`src/rtl/pla_placa.sv`:
```
// Board I/O conditioning: synchronise four async 8-bit ports, derive pass-through, sum, edge count, sticky bits.
// Optional build macro PLA_PLACA_SAT_EN: d1_s saturates at all-ones, d2_s holds at all-ones instead of wrapping.
module pla_placa #(
  parameter int W        = 8,
  parameter int SYNC_LEN = 2
) (
  input  logic         clk,
  input  logic         reset,
  input  logic [W-1:0] d0_e,
  input  logic [W-1:0] d1_e,
  input  logic [W-1:0] d2_e,
  input  logic [W-1:0] d3_e,
  output logic [W-1:0] d0_s,
  output logic [W-1:0] d1_s,
  output logic [W-1:0] d2_s,
  output logic [W-1:0] d3_s
);

  localparam logic [W-1:0] ONE = W'(1);

  // Index 0 is the first flop after the pin, SYNC_LEN-1 the stage used downstream.
  logic [SYNC_LEN-1:0][W-1:0] r_sync0;
  logic [SYNC_LEN-1:0][W-1:0] r_sync1;
  logic [SYNC_LEN-1:0][W-1:0] r_sync2;
  logic [SYNC_LEN-1:0][W-1:0] r_sync3;
  logic                       r_prev;

  logic [W-1:0] w_s0;
  logic [W-1:0] w_s1;
  logic [W-1:0] w_s2;
  logic [W-1:0] w_s3;
  logic [W:0]   w_sum;
  logic [W-1:0] w_d1_nxt;
  logic [W-1:0] w_d2_nxt;
  logic         w_rise;
  logic         w_unused_s2;

  always_ff @(posedge clk) begin
    if (reset) begin
      r_sync0 <= '0;
      r_sync1 <= '0;
      r_sync2 <= '0;
      r_sync3 <= '0;
    end else begin
      r_sync0 <= {r_sync0[SYNC_LEN-2:0], d0_e};
      r_sync1 <= {r_sync1[SYNC_LEN-2:0], d1_e};
      r_sync2 <= {r_sync2[SYNC_LEN-2:0], d2_e};
      r_sync3 <= {r_sync3[SYNC_LEN-2:0], d3_e};
    end
  end

  assign w_s0 = r_sync0[SYNC_LEN-1];
  assign w_s1 = r_sync1[SYNC_LEN-1];
  assign w_s2 = r_sync2[SYNC_LEN-1];
  assign w_s3 = r_sync3[SYNC_LEN-1];

  // Only the event line of port 2 drives logic; the other bits are synchronised but unused.
  assign w_unused_s2 = ^w_s2[W-1:1];

  assign w_sum  = {1'b0, w_s0} + {1'b0, w_s1};
  assign w_rise = w_s2[0] & ~r_prev;

`ifdef PLA_PLACA_SAT_EN
  assign w_d1_nxt = w_sum[W] ? {W{1'b1}} : w_sum[W-1:0];
  assign w_d2_nxt = (&d2_s) ? d2_s : d2_s + ONE;
`else
  assign w_d1_nxt = w_sum[W-1:0];
  assign w_d2_nxt = d2_s + ONE;
`endif

  always_ff @(posedge clk) begin
    if (reset) begin
      r_prev <= 1'b0;
      d0_s   <= '0;
      d1_s   <= '0;
      d2_s   <= '0;
      d3_s   <= '0;
    end else begin
      r_prev <= w_s2[0];
      d0_s   <= w_s0;
      d1_s   <= w_d1_nxt;
      if (w_rise) begin
        d2_s <= w_d2_nxt;
      end
      d3_s   <= d3_s | w_s3;
    end
  end

endmodule

```
`config.mk`:
```
export PLATFORM = sky130hd
export DESIGN_NAME = pla_placa
export DESIGN_NICKNAME = d
export VERILOG_FILES = /design/src/rtl/pla_placa.sv
export SDC_FILE = /design/constraint.sdc
export NUM_CORES = 1
export LEC_CHECK = 0
export ABC_AREA = 1
export BUFFER_PORTS_ARGS = -buffer_cell sky130_fd_sc_hd__buf_2
export CAP_MARGIN = 5
export CELL_PAD_IN_SITES_DETAIL_PLACEMENT = 0
export CELL_PAD_IN_SITES_GLOBAL_PLACEMENT = 2
export CORE_ASPECT_RATIO = 1.5
export CORE_UTILIZATION = 27
export CTS_CLUSTER_SIZE = 28
export DETAILED_ROUTE_END_ITERATION = 8
export PLACE_DENSITY = 0.73
export SYNTH_ARGS = -nofsm -noshare
export SYNTH_HDL_FRONTEND = slang
export SYNTH_SLANG_ARGS = --single-unit
```
`constraint.sdc`:
```
create_clock -name clk -period 1.3 [get_ports clk]
set_input_delay 0.065 -clock clk [delete_from_list [all_inputs] [get_ports clk]]
set_output_delay 0.065 -clock clk [all_outputs]
set_load 0.1 [all_outputs]
```
==> results.md <==
* Yosys warns at 0
* Initial antenna violation count at 0
* Vias in the first global route at 2063
* Clk buf depth at 2
* RSZ-0062 raised after global routing: yes
* Complex-gate fraction of the synthesized area at 0.0190
* Max-slew violations at 0
* Cells after synthesis at 337
* Dpl hpwl at 3450 µm
* H-tree depth at 3
* Vias at 2092
* CTS root buffer: clkbuf_16
* Row count at 45
* Final wirelength at 5000 µm
* Pin count of the biggest net entering global routing at 53
* Net Sw Power at 1.42 mW
* Clock-pin slew on the worst setup and hold paths at 0.06 ns
* Power per cell area at 1430 nW/µm²
* Slew @ Worst Pin at 0.501 ns
* Synth area leader: dfxtp_1
* Critical Path Sink Type: flip-flop
* Final setup violation count at 2
* Minimum hold slack at 0.180 ns
* Status: finished with violations
* Number of CTS-inserted buffers at 9
* Hold WC Path Type: in2reg
* Post-Synth XOR/XNOR Area at 0.00310
* Syn Std Cell Area at 2830 µm²
* Drt initial violations at 45
* Failing checks: negative setup slack
* Grt ovf at 0
* Area of the die at 10900 µm²
* Largest family of logic cells by synthesized area: simple AND/OR/NAND/NOR gates
* Achievable Freq at 701 MHz
* Power Total at 5.66 mW
* Worst Hold End: d1_s[1]$_SDFF_PP0_
* Final core occ at 0.390
* Max_cap viols at 0
* Die X at 85.5 µm
* Top cell type's share of synthesized area at 0.588
* Layout area overhead at 39.8%
* Antenna Violating Nets Remaining at 0
* CTS tree: done
* Fin crit share at 1.10
* Critical Path Source Type: flip-flop
* Vias per std cell at 3.80
* Int Power at 4.24 mW
* Slowest stage cell on the critical path: dfxtp_2
* Register area share after synthesis at 0.588
* Post-route cell area at 3950 µm²
* CP peak stage delay at 0.34 ns
* Mux cell area share after synthesis at 0
* Seq pwr share at 0.476
* Syn Nets at 380
* # DRC at 0
* CP Class: reg2reg
* CP arrival at 1.65 ns
* #FFs+latches synth at 83
* Clk_lat worst skew at 0.33 ns
* Clk_skew at 0.00401 ns
* IO buf count at 58
* Most frequent cells in the layout: nor2_1 (96), inv_1 (73), dfxtp_1 (70)
* Worst-path maximum fanout at 2
* Top Ports at 66
* Worst reg-to-reg path cell count at 9
* R2r setup slk at -0.13 ns
* Share of layout cells above drive strength 1 at 0.283
* Max VDD drop at 0.627 mV
* Post-Synth Adder-Cell Area at 0.0425
* Routability Congestion at 0.708
* Gr usage total at 0.104
* ANT cells at 0
* WL per Instance at 9.07 µm
* Global-route wire length before repair at 8650 µm
* Worst flop-to-flop path endpoint: d1_s[6]$_SDFF_PP0_
* Crit path time final at 1.43 ns
* Synth cell types at 26
* Area contributors post-synth: dfxtp_1 (59%), nor2_1 (13%), inv_1 (10%)
* CP Data Required Time at 1.52 ns
* Die height at 127 µm
* Cell Chain, Critical Path: ha_4 > inv_2 > fa_2 > inv_2 > nand2_2 > nand2_2 > nand3b_1 > a21oi_1 > nor2_1
* Comb pwr share at 0.112
* Hold wc startpoint: reset
* Detailed-router iteration count before antenna repair at 4
* Switching power share of the total at 0.251
* Clock sinks at 83
* Fin nets at 472
* Commonest non-fill, non-tap cell in the layout: nor2_1
* Clock power frac at 0.412
* Launch point of the worst reg-to-reg path: w_s0[0]$_SDFF_PP0_
* Worst path setup slack after routing at -0.127 ns
* Core ar. at 10100 µm²
* Slew margin rel. at 0.668
* Post-placement cell area at 3310 µm²
* Avg Cell Area, Syn at 8.39 µm²
* Final-layout fill cell count at 1048
* Final Hold Fails at 0
* Simple-gate portion of the synthesized area at 0.230
* Hold depth at 3
* Initial core utilization at 0.279
* Leakage at 1.91 nW
-- critical path: cells and delay by family, from the launching register on --
kind	cells	cell delay [ns]
flip-flops	1	0.34
AO/OA/AOI/OAI	1	0.15
adder cells (fa/ha/maj)	2	0.46
buffers and inverters	2	0.10
AND/OR/NAND/NOR	4	0.27
-- kinds of logic after synthesis --
group / after synthesis
compound gates: 10
flops: 83
simple gates: 149
fa+ha+maj: 9
buf+inv: 85
xor+xnor: 1
-- synthesized netlist by cell type (all sizes together) --
cell    instances
or2             2
fa              1
and2            2
o21ai           2
ha              8
dfxtp          83
nor2          101
nand3b          2
nand4           1
nand2          31
inv            76
xnor2           1
nor3            3
buf             9
nand3           7
a21oi           8
-- worst max-delay path by stage --
stage,end,start,cells after the start,slack [ns]
global route,d1_s[6]$_SDFF_PP0_,w_s0[0]$_SDFF_PP0_,10,-0.20
CTS,d1_s[6]$_SDFF_PP0_,w_s0[0]$_SDFF_PP0_,10,-0.09
detailed placement,d1_s[6]$_SDFF_PP0_,w_s0[0]$_SDFF_PP0_,9,-0.12
floorplan,d1_s[6]$_SDFF_PP0_,w_s1[0]$_SDFF_PP0_,9,-0.04
global placement,d1_s[6]$_SDFF_PP0_,w_s1[0]$_SDFF_PP0_,9,-0.1
finish,d1_s[6]$_SDFF_PP0_,w_s0[0]$_SDFF_PP0_,9,-0.13
-- routing by layer --
metal  vias up  share of wire  track usage
li1       1154              -            -
met1       888           0.45        0.103
met2        40           0.49        0.184
met3        10          0.037       0.0297
met4         0          0.027       0.0735
met5         -              0            0
-- power by group through the flow --
stage	combinational (mW)	clock, mW	sequential, mW
global placement	0.563	0	2.74
detailed placement	0.567	0	2.74
floorplan	0.176	0	3.01
finish	0.632	2.33	2.69
CTS	0.628	2.43	2.69
global route	0.689	2.53	2.71
-- cell type report --
cell class                 instances  area [µm²]  area share
tap                              117         146      0.0371
timing repair buffer              90         606       0.153
clock buffer                      12         256      0.0649
inverter                          76         285      0.0722
multi-input combinational        169         942       0.239
sequential                        83        1690       0.428
clock inverter                     4        23.8     0.00602
-- metrics by stage --
step                setup slack [ns]  setup TNS, ns  std cells
CTS                          -0.0949         -0.164        550
floorplan                    -0.0384        -0.0674        337
detailed placement            -0.124         -0.250        509
global placement             -0.0953         -0.175        509
finish                        -0.127         -0.196        551
global route                  -0.203         -0.511        551
-- flip-flops by register name, indices dropped and copies added, names as in the netlist, 8 cells and up --
register,flops
d0_s,8
d1_s,8
d2_s,8
d3_s,8
r_sync0,8
r_sync1,8
r_sync3,8
w_s0,8
w_s1,8
w_s3,8
-- timing repair --
action | in CTS | in global routing
setup endpoints to repair | 5 | 6
gates cloned | 0 | 0
buffers inserted | 0 | 1
hold endpoints to repair | 25 | 0
hold buffers | 25 | 0
pin swaps | 5 | 2
resized for setup | 6 | 10
No activity file was read; power rests on OpenSTA's default activity.
